[src/rtl/fpro_bus_arbiter_pkg.sv]
// Shared types and constants for the two-master FPro MMIO bus arbiter.
package fpro_arb_pkg;

    localparam int FPRO_ADDR_W = 21;
    localparam int FPRO_DATA_W = 32;

    typedef enum logic [1:0] {
        IDLE   = 2'd0,
        ACCESS = 2'd1,
        ACK    = 2'd2
    } state_t;

    typedef logic mid_t;

    localparam mid_t MID_M0 = 1'b0;
    localparam mid_t MID_M1 = 1'b1;

endpackage

[src/rtl/fpro_bus_arbiter_rr_arb2.sv]
// Combinational two-way round-robin picker; with FPRO_ARB_LOCK_EN a locked
// master is the only eligible requester.
module rr_arb2
    import fpro_arb_pkg::*;
(
    input  logic [1:0] req,
    input  mid_t       last_grant,
`ifdef FPRO_ARB_LOCK_EN
    input  logic       locked,
    input  mid_t       locked_id,
`endif
    output logic       gnt_valid,
    output mid_t       gnt_id
);

    logic [1:0] eligible;

    always_comb begin
        eligible = req;
`ifdef FPRO_ARB_LOCK_EN
        if (locked) begin
            eligible = req & ((locked_id == MID_M1) ? 2'b10 : 2'b01);
        end
`endif
        gnt_valid = |eligible;
        // On a tie the master that was not served last goes first.
        case (eligible)
            2'b11:   gnt_id = ~last_grant;
            2'b10:   gnt_id = MID_M1;
            default: gnt_id = MID_M0;
        endcase
    end

endmodule

[src/rtl/fpro_bus_arbiter.sv]
// Shares the FPro MMIO bus between two masters, one sequenced access at a time
// (IDLE -> ACCESS -> ACK). Optional lock ports under FPRO_ARB_LOCK_EN.
module fpro_bus_arbiter
    import fpro_arb_pkg::*;
#(
    parameter int ADDR_W = FPRO_ADDR_W,
    parameter int DATA_W = FPRO_DATA_W
)
(
    input  logic              clk,
    input  logic              reset_n,
    input  logic              m0_req,
    input  logic              m0_wr,
    input  logic [ADDR_W-1:0] m0_addr,
    input  logic [DATA_W-1:0] m0_wr_data,
    output logic              m0_ack,
    output logic [DATA_W-1:0] m0_rd_data,
    input  logic              m1_req,
    input  logic              m1_wr,
    input  logic [ADDR_W-1:0] m1_addr,
    input  logic [DATA_W-1:0] m1_wr_data,
    output logic              m1_ack,
    output logic [DATA_W-1:0] m1_rd_data,
    output logic              fp_mmio_cs,
    output logic              fp_wr,
    output logic              fp_rd,
    output logic [ADDR_W-1:0] fp_addr,
    output logic [DATA_W-1:0] fp_wr_data,
    input  logic [DATA_W-1:0] fp_rd_data
`ifdef FPRO_ARB_LOCK_EN
    ,
    input  logic              m0_lock,
    input  logic              m1_lock
`endif
);

    state_t            state_q, state_d;
    mid_t              winner_q, winner_d;
    mid_t              last_grant_q, last_grant_d;
    logic              fp_cs_q, fp_cs_d;
    logic              fp_wr_q, fp_wr_d;
    logic              fp_rd_q, fp_rd_d;
    logic [ADDR_W-1:0] fp_addr_q, fp_addr_d;
    logic [DATA_W-1:0] fp_wr_data_q, fp_wr_data_d;
    logic              m0_ack_q, m0_ack_d;
    logic              m1_ack_q, m1_ack_d;
    logic [DATA_W-1:0] m0_rd_data_q, m0_rd_data_d;
    logic [DATA_W-1:0] m1_rd_data_q, m1_rd_data_d;

`ifdef FPRO_ARB_LOCK_EN
    logic              locked_q, locked_d;
    mid_t              locked_id_q, locked_id_d;
    logic              cur_lock_q, cur_lock_d;
`endif

    logic              gnt_valid;
    mid_t              gnt_id;

    rr_arb2 u_rr_arb2 (
        .req        ({m1_req, m0_req}),
        .last_grant (last_grant_q),
`ifdef FPRO_ARB_LOCK_EN
        .locked     (locked_q),
        .locked_id  (locked_id_q),
`endif
        .gnt_valid  (gnt_valid),
        .gnt_id     (gnt_id)
    );

    always_comb begin
        state_d      = state_q;
        winner_d     = winner_q;
        last_grant_d = last_grant_q;
        fp_cs_d      = 1'b0;
        fp_wr_d      = 1'b0;
        fp_rd_d      = 1'b0;
        fp_addr_d    = fp_addr_q;
        fp_wr_data_d = fp_wr_data_q;
        m0_ack_d     = 1'b0;
        m1_ack_d     = 1'b0;
        m0_rd_data_d = m0_rd_data_q;
        m1_rd_data_d = m1_rd_data_q;
`ifdef FPRO_ARB_LOCK_EN
        locked_d     = locked_q;
        locked_id_d  = locked_id_q;
        cur_lock_d   = cur_lock_q;
`endif

        case (state_q)
            IDLE: begin
                // The strobes are set up here so they are registered in ACCESS.
                if (gnt_valid) begin
                    winner_d = gnt_id;
                    fp_cs_d  = 1'b1;
                    if (gnt_id == MID_M1) begin
                        fp_wr_d      = m1_wr;
                        fp_rd_d      = ~m1_wr;
                        fp_addr_d    = m1_addr;
                        fp_wr_data_d = m1_wr_data;
                    end else begin
                        fp_wr_d      = m0_wr;
                        fp_rd_d      = ~m0_wr;
                        fp_addr_d    = m0_addr;
                        fp_wr_data_d = m0_wr_data;
                    end
`ifdef FPRO_ARB_LOCK_EN
                    cur_lock_d = (gnt_id == MID_M1) ? m1_lock : m0_lock;
`endif
                    state_d = ACCESS;
                end
            end

            ACCESS: begin
                if (fp_rd_q) begin
                    if (winner_q == MID_M1) begin
                        m1_rd_data_d = fp_rd_data;
                    end else begin
                        m0_rd_data_d = fp_rd_data;
                    end
                end
                if (winner_q == MID_M1) begin
                    m1_ack_d = 1'b1;
                end else begin
                    m0_ack_d = 1'b1;
                end
                state_d = ACK;
            end

            ACK: begin
                last_grant_d = winner_q;
`ifdef FPRO_ARB_LOCK_EN
                // A completed unlocked access from the owner releases the lock.
                locked_d    = cur_lock_q;
                locked_id_d = winner_q;
`endif
                state_d = IDLE;
            end

            default: begin
                state_d = IDLE;
            end
        endcase
    end

    always_ff @(posedge clk or negedge reset_n) begin
        if (!reset_n) begin
            state_q      <= IDLE;
            winner_q     <= MID_M0;
            last_grant_q <= MID_M1;
            fp_cs_q      <= 1'b0;
            fp_wr_q      <= 1'b0;
            fp_rd_q      <= 1'b0;
            fp_addr_q    <= '0;
            fp_wr_data_q <= '0;
            m0_ack_q     <= 1'b0;
            m1_ack_q     <= 1'b0;
            m0_rd_data_q <= '0;
            m1_rd_data_q <= '0;
`ifdef FPRO_ARB_LOCK_EN
            locked_q     <= 1'b0;
            locked_id_q  <= MID_M0;
            cur_lock_q   <= 1'b0;
`endif
        end else begin
            state_q      <= state_d;
            winner_q     <= winner_d;
            last_grant_q <= last_grant_d;
            fp_cs_q      <= fp_cs_d;
            fp_wr_q      <= fp_wr_d;
            fp_rd_q      <= fp_rd_d;
            fp_addr_q    <= fp_addr_d;
            fp_wr_data_q <= fp_wr_data_d;
            m0_ack_q     <= m0_ack_d;
            m1_ack_q     <= m1_ack_d;
            m0_rd_data_q <= m0_rd_data_d;
            m1_rd_data_q <= m1_rd_data_d;
`ifdef FPRO_ARB_LOCK_EN
            locked_q     <= locked_d;
            locked_id_q  <= locked_id_d;
            cur_lock_q   <= cur_lock_d;
`endif
        end
    end

    assign fp_mmio_cs = fp_cs_q;
    assign fp_wr      = fp_wr_q;
    assign fp_rd      = fp_rd_q;
    assign fp_addr    = fp_addr_q;
    assign fp_wr_data = fp_wr_data_q;
    assign m0_ack     = m0_ack_q;
    assign m1_ack     = m1_ack_q;
    assign m0_rd_data = m0_rd_data_q;
    assign m1_rd_data = m1_rd_data_q;

endmodule

[config.mk]
export PLATFORM = sky130hd
export DESIGN_NAME = fpro_bus_arbiter
export DESIGN_NICKNAME = d
export VERILOG_FILES = /design/src/rtl/fpro_bus_arbiter_pkg.sv /design/src/rtl/fpro_bus_arbiter_rr_arb2.sv /design/src/rtl/fpro_bus_arbiter.sv
export SDC_FILE = /design/constraint.sdc
export NUM_CORES = 1
export LEC_CHECK = 0
export CAP_MARGIN = 25
export CORE_ASPECT_RATIO = 0.5
export CORE_MARGIN = 5
export CORE_UTILIZATION = 44
export DETAILED_ROUTE_END_ITERATION = 10
export PLACE_DENSITY_LB_ADDON = 0.12
export SLEW_MARGIN = 20
export SYNTH_ARGS = -nofsm -noshare
export SYNTH_HDL_FRONTEND = slang
export SYNTH_HIERARCHICAL = 1
export SYNTH_SLANG_ARGS = --single-unit
[constraint.sdc]
create_clock -name clk -period 4.86 [get_ports clk]
set_input_delay 1.215 -clock clk [delete_from_list [all_inputs] [get_ports clk]]
set_output_delay 1.215 -clock clk [all_outputs]
set_load 0.1 [all_outputs]
# Yosys cells after proc, flatten, opt, wreduce, memory -nomap -nowiden
# Index checks and enable logic that the tools add are counted.
[classes]
bitwise_logic = 4
muxes = 17
eq_ne = 5
n_reduce_logical = 5
[ops]
columns = ["op", "n"]
rows = [
  ["2-to-1 mux 32 bit", 1],
  ["2-to-1 mux 21 bit", 1],
  ["2-to-1 mux 1 bit", 12],
  ["== test 2 bit (second input constant)", 3],
  ["AND reduction 3 bit", 2],
  ["NOT 1 bit", 4],
  ["case mux 2 bit (2 select lines)", 1],
  ["== test 2 x 1 -> 1 bit (second input constant)", 1],
  ["logical NOT 2 bit", 1],
  ["2-to-1 mux 2 bit", 1],
  ["inequality test 2 bit (second input constant)", 1],
  ["case mux 1 bit (2 select lines)", 1],
  ["AND reduction 2 bit", 1],
  ["OR reduction 2 bit", 1],
]
[totals]
wordCells = 43
in_bits = 144
out_inout_bits = 122
ff_bits = 126

# Longest topological paths before layout
[logic_depth]
depth_word = 5
mapped_depth = 5
mapped_depth_nobuf = 3

# Cells and area by module
# Netlist, hierarchy kept.
[by_module_without_submodules]
columns = ["module", "n_inst", "cells_each", "area_per_inst_um2", "seq_area_each_um2"]
rows = [
  ["fpro_bus_arbiter", 1, 328, 5450.2, 3154.3],
  ["rr_arb2", 1, 2, 13.8, 0.0],
]

# Worst setup path before layout
# Ideal clock, no wire load.
[synth_path]
kind = "input to register"
start = "input port m1_req"
end = "register fp_wr_data_q[10], in the netlist fp_wr_data[10]"
path_slack_ns = 2.453
stages = 5
arrival_ns = 2.281
setup_time_ns = 0.126
required_ns = 4.734
path_buffers = 2
cell_sequence = "a21boi_0 buf_4 buf_6 mux2_2 mux2_4"
[synth_via]
elab_chain_cells = 3
elab_cells_between_ends = 6
classes_between = "eq/ne: 2; mux: 2; reduce/logical: 2"
[synth_lines]
columns = ["item", "line", "source"]
rows = [
  ["start, declared", "fpro_bus_arbiter.sv:18", "input logic m1_req,"],
  ["== test 2 bit", "fpro_bus_arbiter_rr_arb2.sv:27", "case (eligible)"],
  ["case mux 1 bit (2 select lines)", "fpro_bus_arbiter_rr_arb2.sv:27", ""],
  ["2-to-1 mux 32 bit", "fpro_bus_arbiter.sv:95", "if (gnt_id == MID_M1) begin"],
  ["end signal, assigned", "fpro_bus_arbiter.sv:172", "fp_wr_data_q <= fp_wr_data_d;"],
  ["end, declared", "fpro_bus_arbiter.sv:44", "logic [DATA_W-1:0] fp_wr_data_q, fp_wr_data_d;"],
]
# Several ways; a longest one is shown, not always the timed one.
# A chain may end at the register's enable or synchronous reset.

# Final worst setup path
[layout_path]
start = "register fp_rd_q, in the netlist fp_rd"
end = "output port fp_rd"
[layout_rtl]
columns = ["item", "line", "source"]
rows = [
  ["start, declared", "fpro_bus_arbiter.sv:42", "logic fp_rd_q, fp_rd_d;"],
  ["start signal, assigned", "fpro_bus_arbiter.sv:170", "fp_rd_q <= fp_rd_d;"],
  ["end, declared", "fpro_bus_arbiter.sv:26", "output logic fp_rd,"],
]
# No word-level cell between the ends.

==> impl_metrics.env <==
export IMPL_gp_congestion=0.703
export IMPL_tightest_slew_ns=1.02
export IMPL_synth_seq_area_share=0.577
export IMPL_cp_start_kind="flip-flop"
export IMPL_die_w_um=168
export IMPL_r2r_start="last_grant_q"
export IMPL_grt_pass1_wl_um=21900
export IMPL_clock_fmax_ghz=0.317
export IMPL_critPathKind="flip-flop to output pin"
export IMPL_rsz0062_at_grt="no"
export IMPL_core_area_mm2=0.0120
export IMPL_clock_sinks=126
export IMPL_syn_nets=474
export IMPL_ys_warn_count=6
export IMPL_grt_max_degree=78
export IMPL_drtIter0Drc=137
export IMPL_path_buf_inv=1
export IMPL_cts_buffer_depth=2
export IMPL_synth_largest_area_cell="dfrtp_1"
export IMPL_synth_area_mm2=0.00546
export IMPL_post_cts_setup_buffers=0
export IMPL_critPathMaxStageDelay_ns=1.16
export IMPL_port_buffers=265
export IMPL_vias=3699
export IMPL_path_cells="clkdlybuf4s50_1"
export IMPL_root_buffer="clkbuf_16"
export IMPL_initial_core_util=0.456
export IMPL_cts_buffers=17
export IMPL_synth_edf_count=0
export IMPL_first_pass_iters=4
export IMPL_ys_seq_elements=126
export IMPL_synth_distinct_cells=19
export IMPL_synth_cells=330
export IMPL_drt_wl_total_um=14000
export IMPL_endpoint_kind="output pin"
export IMPL_hold_violations=0
export IMPL_hp_class="flip-flop to flip-flop"
export IMPL_antenna_found_initial=0
export IMPL_layout_min_cycle_time_ns=3.15
export IMPL_maxSlewViolCount=0
export IMPL_grt_pass1_vias=4173
export IMPL_syn_area_per_cell_um2=16.6
export IMPL_path_max_fanout=3
export IMPL_finalSetupViolations=0
export IMPL_yosysMostFrequentCell="dfrtp_1"
export IMPL_crit_path_start="fp_rd"
export IMPL_fin_crit_sh=0.648
export IMPL_min_from="m0_rd_data[21]"
export IMPL_gr_usage_all_layers=0.189
export IMPL_finalClockSkew_ns=0.00681
export IMPL_drc=0
export IMPL_worstPathArrival_ns=1.94
export IMPL_slew_headroom=0.317
export IMPL_wire_per_inst_um=18.0
export IMPL_synth_commonest_cells="dfrtp_1, mux2_2, mux2_1"
export IMPL_diodes=0
export IMPL_drv_cap=0
export IMPL_cts_hold_buf=0
export IMPL_avgViaCountPerCell=4.75
export IMPL_synth_top_cell_area_share=0.572
export IMPL_cp_required_ns=3.64
export IMPL_antenna_left=0
export IMPL_postCtsResizedCells=0
export IMPL_ioPinCount=266
export IMPL_fp_dieH_um=88.8
export IMPL_fin_hold_ws_ns=0.480
export IMPL_dp_hpwl_um=10400
export IMPL_layout_drive_gt1_share=0.301
export IMPL_status="completed"
export IMPL_nNetsFinal=745
export IMPL_finalSetupTns_ns=0
export IMPL_critPathTopFamily="buffers and inverters"
export IMPL_cts_tree="done"
export IMPL_dieArea_mm2=0.0149
export IMPL_slowest_stage="clkdlybuf4s50_1"
export IMPL_clock_latency_ns=0.40
export IMPL_rows=28
export IMPL_syn_to_final_growth_pct=62.0
export IMPL_clkTransAtPathRegs_ns=0.06
export IMPL_synth_ff_type="dfrtp_1"
export IMPL_async_flop_share=1.00
export IMPL_htree_levels=4
export IMPL_grt_overflow=0
export IMPL_synth_top_cells_by_area="dfrtp_1, mux2_2, mux2_1"
## layout make-up
class	instances	area [um2]
repair buffers	271	2710
flip-flops and latches	126	3150
clock inverters	15	210
fillers	828	3130
clock buffers	17	425
well taps	165	206
multi-input cells	185	2140
## path summary, 6_finish.rpt
kind                                   to  slack, ns  cells after the start
max                                 fp_rd       1.71                      1
min                        m0_rd_data[21]       0.48                      1
max reg2reg                fp_wr_data[30]       2.92                      4
min reg2reg                m0_rd_data[21]       0.48                      1
max in group asynchronous  m1_rd_data[15]       3.17                      2
min in group asynchronous   fp_wr_data[8]       0.82                      1
## cells in the final DEF, fill, tap and decap left out
cell / instances
a21boi_4: 1
and2_1: 2
buf_12: 1
buf_4: 5
buf_6: 1
bufinv_16: 4
clkbuf_16: 17
clkdlybuf4s50_1: 264
clkinv_2: 1
clkinv_4: 4
clkinvlp_4: 2
dfrtp_1: 125
dfstp_2: 1
inv_6: 4
mux2_1: 30
mux2_2: 122
mux2_4: 20
mux2i_1: 1
nand2b_1: 1
nand4b_1: 1
nor2b_1: 3
nor3b_1: 1
nor3b_4: 1
nor4bb_4: 1
or2_1: 1
## cell families after synthesis
logic type | count (synthesis) | share of synthesized area
compound gates | 1 | 0.00137
buf+inv | 19 | 0.0362
flops | 126 | 0.577
mux | 173 | 0.370
simple gates | 11 | 0.0151
## layer usage
layer,GRT usage,part of all wire
met2,0.343,0.52
met1,0.205,0.38
met5,0,0
met3,0.0843,0.092
met4,0.0538,0.0090
## flip-flops by register name, summed over array words and instances (netlist names), 2 cells and up
register    cells
fp_addr        21
fp_wr_data     32
m1_rd_data     32
m0_rd_data     32
state_q         2
## per-stage QoR
stage | util | instance area, um2 | cells | worst slack (ns)
2_1_floorplan | - | 5460 | 330 | 2.45
6_report | 0.739 | 8850 | 779 | 1.71
3_5_place_dp | 0.685 | 8210 | 747 | 1.59
3_3_place_gp | 0.685 | 8210 | 747 | 1.60
4_1_cts | 0.739 | 8850 | 779 | 1.68
5_1_grt | 0.739 | 8850 | 779 | 1.64
Power is not shown: default switching activity piles up to over one toggle a cycle in this logic, so the estimate is an artifact.
